### src/rtl/pc_sequencer.sv
// pc_sequencer: instruction-cycle controller for the core's control path.
// Latches each fetched word, decodes the opcode, sequences ALU and data
// memory strobes, and tells the program counter when to hold, step or jump.
// The PC is released (pc_hold=0) in exactly one commit cycle per instruction.

module pc_sequencer #(
    parameter int ADDR_W      = 8,
    parameter int MEM_TIMEOUT = 15
) (
    input  logic              clk,
    input  logic              rst_n,
    input  logic [ADDR_W+3:0] instr,
    input  logic              stall,
    input  logic              zero_flag,
    input  logic              carry_flag,
    input  logic              mem_ready,
    input  logic              resume,
    output logic              pc_hold,
    output logic              jump_en,
    output logic [ADDR_W-1:0] jump_line_num,
    output logic              ir_load,
    output logic [ADDR_W-1:0] operand,
    output logic              alu_en,
    output logic              reg_we,
    output logic              mem_req,
    output logic              mem_we,
    output logic              halted,
    output logic              fault
);

    localparam logic [3:0] OP_NOP   = 4'd0;
    localparam logic [3:0] OP_ALU   = 4'd1;
    localparam logic [3:0] OP_LOAD  = 4'd2;
    localparam logic [3:0] OP_STORE = 4'd3;
    localparam logic [3:0] OP_JMP   = 4'd4;
    localparam logic [3:0] OP_JZ    = 4'd5;
    localparam logic [3:0] OP_JC    = 4'd6;
    localparam logic [3:0] OP_HALT  = 4'd15;

    // Counter holds the number of MEM cycles already spent without mem_ready,
    // so the access gives up on the MEM_TIMEOUT-th cycle.
    localparam logic [7:0] TMO_LAST = 8'(MEM_TIMEOUT - 1);

    typedef enum logic [2:0] {
        S_FETCH,
        S_DECODE,
        S_EXEC,
        S_MEM,
        S_HALT
    } state_t;

    state_t            state;
    state_t            state_nxt;
    logic [ADDR_W+3:0] ir;
    logic [7:0]        tmo_cnt;
    logic [7:0]        tmo_cnt_nxt;
    logic              fault_set;
    logic [3:0]        opcode;
    logic              illegal_op;

    assign opcode     = ir[ADDR_W+3:ADDR_W];
    assign operand    = ir[ADDR_W-1:0];
    assign illegal_op = (opcode >= 4'd7) && (opcode <= 4'd14);

    // State, instruction register, memory timeout counter and sticky fault.
    always_ff @(posedge clk or negedge rst_n) begin
        if (!rst_n) begin
            state   <= S_FETCH;
            ir      <= '0;
            tmo_cnt <= '0;
            fault   <= 1'b0;
        end else begin
            state   <= state_nxt;
            tmo_cnt <= tmo_cnt_nxt;
            if (ir_load) begin
                ir <= instr;
            end
            if (fault_set) begin
                fault <= 1'b1;
            end
        end
    end

    // Next-state and strobe decode; the PC is held unless this is a commit cycle.
    always_comb begin
        state_nxt   = state;
        tmo_cnt_nxt = '0;
        fault_set   = 1'b0;
        pc_hold     = 1'b1;
        jump_en     = 1'b0;
        ir_load     = 1'b0;
        alu_en      = 1'b0;
        reg_we      = 1'b0;
        mem_req     = 1'b0;
        mem_we      = 1'b0;
        halted      = 1'b0;

        case (state)
            S_FETCH: begin
                if (!stall) begin
                    // Gated by rst_n so no load strobe is visible while in reset.
                    ir_load   = rst_n;
                    state_nxt = S_DECODE;
                end
            end

            S_DECODE: begin
                fault_set = illegal_op;
                if (opcode == OP_HALT) begin
                    state_nxt = S_HALT;
                end else if ((opcode == OP_LOAD) || (opcode == OP_STORE)) begin
                    state_nxt = S_MEM;
                end else begin
                    state_nxt = S_EXEC;
                end
            end

            S_EXEC: begin
                pc_hold   = 1'b0;
                state_nxt = S_FETCH;
                case (opcode)
                    OP_ALU: begin
                        alu_en = 1'b1;
                        reg_we = 1'b1;
                    end
                    OP_JMP:  jump_en = 1'b1;
                    OP_JZ:   jump_en = zero_flag;
                    OP_JC:   jump_en = carry_flag;
                    OP_NOP:  jump_en = 1'b0;
                    default: jump_en = 1'b0;
                endcase
            end

            S_MEM: begin
                mem_req = 1'b1;
                mem_we  = (opcode == OP_STORE);
                if (mem_ready) begin
                    // A ready on the final allowed cycle still wins over the timeout.
                    pc_hold   = 1'b0;
                    reg_we    = (opcode == OP_LOAD);
                    state_nxt = S_FETCH;
                end else if (tmo_cnt == TMO_LAST) begin
                    fault_set = 1'b1;
                    state_nxt = S_HALT;
                end else begin
                    tmo_cnt_nxt = tmo_cnt + 8'd1;
                end
            end

            S_HALT: begin
                halted = 1'b1;
                if (resume) begin
                    // Step past the HALT (or the abandoned access) on the way out.
                    pc_hold   = 1'b0;
                    state_nxt = S_FETCH;
                end
            end

            default: begin
                state_nxt = S_FETCH;
            end
        endcase
    end

    assign jump_line_num = jump_en ? operand : '0;

endmodule

### config.mk
export PLATFORM = sky130hd
export DESIGN_NAME = pc_sequencer
export DESIGN_NICKNAME = d
export VERILOG_FILES = /design/src/rtl/pc_sequencer.sv
export SDC_FILE = /design/constraint.sdc
export NUM_CORES = 1
export LEC_CHECK = 0
export ABC_AREA = 1
export CORE_AREA = 2 2 54 62
export DETAILED_ROUTE_END_ITERATION = 10
export DIE_AREA = 0 0 56 64
export GPL_ROUTABILITY_DRIVEN = 0
export PLACE_DENSITY = 0.82
export SYNTH_ARGS = -nofsm -noshare
export SYNTH_HDL_FRONTEND = slang
export SYNTH_SLANG_ARGS = --single-unit
### constraint.sdc
create_clock -name clk -period 1.9 [get_ports clk]
set_clock_uncertainty 0.1 [all_clocks]
set_input_delay 0.285 -clock clk [delete_from_list [all_inputs] [get_ports clk]]
set_output_delay 0.285 -clock clk [all_outputs]
set_load 0.02 [all_outputs]
==> summary.txt, run 1 <==
status = finished with violations
failing checks = negative setup slack
crit path time final = 1.97 ns
setup slack after layout = -0.0742 ns
H-tree Lvls = 1
CTS tree = yes
layout cells sized above 1 = 0.291
Max-slew headroom = 0.732
DRC = 0
Yosys reg bits = 24
Avg Inst Size Synth = 7.79 µm²
GR Overflow Total = 0
DR iter-0 viols = 29
Core Util, Final = 0.662
post-layout net count = 245
worst vdd ir = 0.975 mV
first-pass GRT wire length = 5050 µm
Cell Rows = 21
# IOs = 44
Die H = 64 µm
worst slew pin tran = 0.401 ns
drt pass-1 iters = 4
Core Region = 2940 µm²
GR Layer Usage met3 = 0.0162
vias in the first global route = 1,226
Worst-Skew Late Latency = 0.32 ns
Pleak = 0.940 nW
Fill cells = 249
met2 Usage GRT = 0.338
Setup violations, final = 8
antenna cell count = 0
Initial Utilization = 0.437
syn_nets = 186
Startpoint Class = register
average wire per standard cell = 12.1 µm
CTS Root Cell = clkbuf_4
Vias per Instance = 4.78
CP Class = register to output port
HP Class = input pin to async pin
routed wire length = 3120 µm
grt met1 use = 0.200
reg2reg setup slack = 0.17 ns
synth-to-layout area growth = 51.5%
Cells after DPL = 249
total die area = 3580 µm²
clock sinks = 24
Netlist cell types = 22
CP Data Arrival Time = 1.59 ns
largest fanout on the critical path = 5
initial antenna violation count = 0
Worst EP required = 1.51 ns
synthesized cell area = 1280 µm²
post-detail-place hpwl = 2210 µm
Tot Pwr = 0.00242 W
Antenna Nets Post-Route = 0
Vias = 1,228
Max Fclk = 507 MHz
setup tns final = -0.470 ns
busiest grt layer = met2
part of the Yosys area used for sequential elements = 0.467
clock tree buffer depth = 2
RSZ-0062 raised after global routing = yes
cell area power density = 1240 nW/µm²
max-cap violations = 0
Total Routing Usage GR = 0.175
die width = 56 µm
Ys Warns = 0
cells after synthesis = 165
largest net degree at the start of global routing = 25
Slew Limit Fails = 0
final worst path period share = 1.04
Layout Cells excl Fill = 257
Fin. Hold Viols = 0
clock buffer count from CTS = 3
PortBufs = 43
CP endpoint kind = output port
CTS clk-pin slew, worst paths = 0.13 ns
-- sequential cells by signal (all words and copies together) (netlist names) --
register / flops
fault: 1
ir: 12
state: 3
tmo_cnt: 8
-- critical path, stage by stage (launching register included) --
cell and delay (ns):
dfrtp_1 0.42, nand2_2 0.09, nand3_2 0.09, nor3_4 0.26, nand2_2 0.14, nor2_2 0.13
buf_6 0.13
-- logic make-up after synthesis --
| kind of cell | share of synthesized area |
|---|---|
| buf+inv | 0.143 |
| flops | 0.467 |
| compound gates | 0.0964 |
| simple gates | 0.260 |
| xor+xnor | 0.0136 |
| fa+ha+maj | 0.0195 |
-- cells in the mapped netlist (all sizes together) --
cell type  instances  area share
a21oi              4       0.016
xor2               2       0.014
nor3               3       0.019
nand3              6       0.023
dfrtp             24        0.47
inv               25       0.073
nand2             33       0.096
or2                1      0.0049
buf               11       0.070
nor4               1      0.0049
ha                 2       0.019
nand4              4       0.019
nor2              27       0.081
o211ai             1      0.0058
nand3b             1      0.0058
and3               1      0.0049
o21ai             18       0.070
a31oi              1      0.0049
-- layout by cell type (no fill, tap or decap), types with 4 or more instances in the layout --
cell	Yosys	layout
a21oi_1	4	4
buf_4	9	24
buf_6	2	10
clkdlybuf4s50_1	0	27
dfrtp_1	24	23
inv_1	24	19
inv_2	1	6
nand2_1	33	30
nand3_1	6	4
nand4_1	4	4
nor2_1	26	21
nor2_2	1	4
o21ai_0	18	14
o21ai_1	0	4
-- area by class of cell --
| class | instances | area, µm² | share of cell area |
|---|---|---|---|
| sequential | 24 | 602 | 0.309 |
| multi-input combinational | 106 | 588 | 0.302 |
| timing repair buffer | 64 | 584 | 0.300 |
| inverter | 25 | 93.8 | 0.0482 |
| tap | 34 | 42.5 | 0.0219 |
| clock buffer | 4 | 36.3 | 0.0186 |
-- stage by stage --
step | hold slack, ns | setup WS, ns | cell area [µm²]
CTS | 0.299 | -0.0589 | 1810
global placement | 0.374 | -0.280 | 1800
floorplan | -0.111 | 0.190 | 1280
finish | 0.291 | -0.0742 | 1950
detailed placement | 0.389 | -0.374 | 1800
global route | 0.306 | -0.172 | 1950
-- routing by layer --
metal  part of all wire  routed length (µm)  vias to the layer above
met1               0.41                1270                      553
met3              0.044                 137                        4
met5                  0                   0                        -
met4              0.012                  39                        0
li1                   -                   -                      633
met2               0.54                1680                       38
-- worst paths after layout --
path | endpoint | depth (start not counted) | startpoint
worst min register to register | tmo_cnt[0]$_DFF_PN0_ | 1 | tmo_cnt[0]$_DFF_PN0_
worst min-delay path | state[2]$_DFFE_PN0P_ | 2 | rst_n
worst max-delay path | jump_line_num[1] | 6 | ir[9]$_DFFE_PN0P_
max in group asynchronous | state[1]$_DFFE_PN0P_ | 2 | rst_n
worst max register to register | tmo_cnt[7]$_DFF_PN0_ | 9 | state[2]$_DFFE_PN0P_
min in group clk | tmo_cnt[0]$_DFF_PN0_ | 1 | tmo_cnt[0]$_DFF_PN0_
-- report_power, final --
part           internal [W]  leakage (nW)  total (W)  switching (W)
registers          0.000664         0.305   0.000778       0.000113
logic              0.000651         0.614    0.00137       0.000722
clock network      0.000117        0.0210   0.000272       0.000155
total               0.00143         0.940    0.00242       0.000991
-- what timing repair did --
action	CTS	global route
gates resized for setup	73	45
pin swaps	1	9
endpoints found under the setup margin	16	16
hold buffers	0	0
cloned	0	1
buffers inserted	0	3
(Power assumes the default switching activity.)
==> inputs of run 2 (changes only) <==
--- a/config.mk
+++ b/config.mk
@@ -6,9 +6,11 @@
 export NUM_CORES = 1
 export LEC_CHECK = 0
 export ABC_AREA = 1
-export CORE_AREA = 2 2 54 62
+export CELL_PAD_IN_SITES_DETAIL_PLACEMENT = 1
+export CELL_PAD_IN_SITES_GLOBAL_PLACEMENT = 1
+export CORE_AREA = 2 2 64 72
 export DETAILED_ROUTE_END_ITERATION = 10
-export DIE_AREA = 0 0 56 64
+export DIE_AREA = 0 0 66 74
 export GPL_ROUTABILITY_DRIVEN = 0
 export PLACE_DENSITY = 0.82
 export SYNTH_ARGS = -nofsm -noshare
==> summary.txt, run 2 (same netlist as run 1, synthesis figures left out) <==
Total Routing Usage GR = 0.176 (+0.000711)
clock sinks = 24 (unchanged)
Worst-Skew Late Latency = 0.27 ns (-0.05 ns)
Core Util, Final = 0.479 (-0.183)
DR iter-0 viols = 37 (+28%)
Initial Utilization = 0.307 (-0.130)
first-pass GRT wire length = 6460 µm (+28%)
crit path cell chain = nand2_2 > nand3_4 > nor3_4 > nand2_2 > buf_6 > nor2_4 > buf_6
area of the multi-input gates = 602 µm² (+2.3%)
worst vdd ir = 0.605 mV (-38%)
H-tree Lvls = 1 (unchanged)
failing checks = negative setup slack
Regs by FF count = ir (12), tmo_cnt (8), state (3)
vias in the first global route = 1,405 (+15%)
post-detail-place hpwl = 2660 µm (+20%)
final worst path period share = 1.04 (about the same)
largest net degree at the start of global routing = 25 (unchanged)
Vias = 1,290 (+5.0%)
routed wire length = 3950 µm (+27%)
Pleak = 0.962 nW (+2.3%)
Largest register FFs = 12 (unchanged)
hold-fix buffers at CTS = 0 (unchanged)
CP endpoint kind = output port
slowest stage delay, CP = 0.40 ns (-0.02 ns)
CTS clk-pin slew, worst paths = 0.09 ns (-0.04 ns)
clock tree buffer depth = 2 (unchanged)
post-layout net count = 249 (+1.6%)
antenna cell count = 0 (unchanged)
largest register by flop count = ir
max-cap violations = 0 (unchanged)
worst slew pin tran = 0.316 ns (-0.0848 ns)
register area = 601 µm² (-0.21%)
crit path time final = 1.97 ns (+0.00000840 ns)
setup slack after layout = -0.0742 ns (-0.00000840 ns)
Worst EP required = 1.51 ns (about the same)
CP Data Arrival Time = 1.59 ns (about the same)
Startpoint Class = register
synth-to-layout area growth = 56.2%
# IOs = 44 (unchanged)
CTS Root Cell = clkbuf_8
DRC = 0 (unchanged)
Cell Rows = 25 (+19%)
CP Class = register to output port
Slew Limit Fails = 0 (unchanged)
PortBufs = 43 (unchanged)
Max Fclk = 507 MHz (about the same)
HP Class = input pin to async pin
layout cells sized above 1 = 0.301 (+0.00941)
drt pass-1 iters = 4 (unchanged)
Max-slew headroom = 0.789 (+0.0572)
die width = 66 µm (+18%)
initial antenna violation count = 0 (unchanged)
Tot Pwr = 0.00249 W (+2.9%)
most frequent cells in the layout = buf_4 (31), nand2_1 (29), clkdlybuf4s50_1 (27)
average wire per standard cell = 14.1 µm (+16%)
Vias per Instance = 4.61 (-3.6%)
Setup violations, final = 7 (-1)
Fin. Hold Viols = 0 (unchanged)
CTS tree = yes
Fill cells = 514 (+110%)
total die area = 4880 µm² (+36%)
CP max-delay cell = dfrtp_1
GR Overflow Total = 0 (unchanged)
status = finished with violations
largest fanout on the critical path = 4 (-1)
commonest non-fill, non-tap cell in the layout = buf_4
RSZ-0062 raised after global routing = yes
Core Region = 4190 µm² (+42%)
cell area power density = 1240 nW/µm² (-0.18%)
clock buffer count from CTS = 3 (unchanged)
Antenna Nets Post-Route = 0 (unchanged)
Die H = 74 µm (+16%)
==> run 2: what timing repair did <==
action,4_1_cts,5_1_grt
cloned,1,0
endpoints found under the setup margin,16,14
buffers inserted,3,4
gates resized for setup,80,32
pin swaps,6,6
==> run 2: area by class of cell <==
cell class | instances | area share
tap | 54 | 0.0337
clock buffer | 3 | 0.0206
timing repair buffer | 68 | 0.300
multi-input combinational | 106 | 0.300
inverter | 25 | 0.0468
sequential | 24 | 0.299
==> run 2: worst paths after layout <==
check | to | slack (ns) | start | cells past startpoint
max | jump_line_num[2] | -0.07 | ir[9]$_DFFE_PN0P_ | 7
min | tmo_cnt[7]$_DFF_PN0_ | 0.35 | rst_n | 2
max reg2reg | ir[9]$_DFFE_PN0P_ | 0.12 | state[1]$_DFFE_PN0P_ | 9
min reg2reg | tmo_cnt[0]$_DFF_PN0_ | 0.41 | tmo_cnt[0]$_DFF_PN0_ | 1
max in group asynchronous | ir[4]$_DFFE_PN0P_ | 1.11 | rst_n | 2
min in group clk | tmo_cnt[0]$_DFF_PN0_ | 0.41 | tmo_cnt[0]$_DFF_PN0_ | 1
==> run 2: critical path: cells and delay by family (launching register included) <==
family,cells,cell delay (ns)
simple gates,5,0.66
buf+inv,2,0.27
flops,1,0.40
==> run 2: power breakdown <==
part	switching, W	internal, W
sequential	0.0000965	0.000664
clock	0.000173	0.000143
combinational	0.000770	0.000648
==> run 2: routing by layer <==
layer / track usage / share of wire
met1: 0.196 / 0.39
met2: 0.330 / 0.56
met3: 0.0242 / 0.031
met4: 0.0816 / 0.021
met5: 0 / 0
==> run 2: through the flow <==
step	area [µm²]	hold slack, ns	setup WS [ns]	instances	setup TNS, ns
floorplan	1280	-0.111	0.190	165	0
global placement	1840	0.375	-0.349	271	-3.51
detailed placement	1840	0.390	-0.406	271	-3.81
CTS	1910	0.373	-0.0597	278	-0.0744
global route	2010	0.388	-0.149	280	-0.950
finish	2010	0.351	-0.0742	280	-0.358
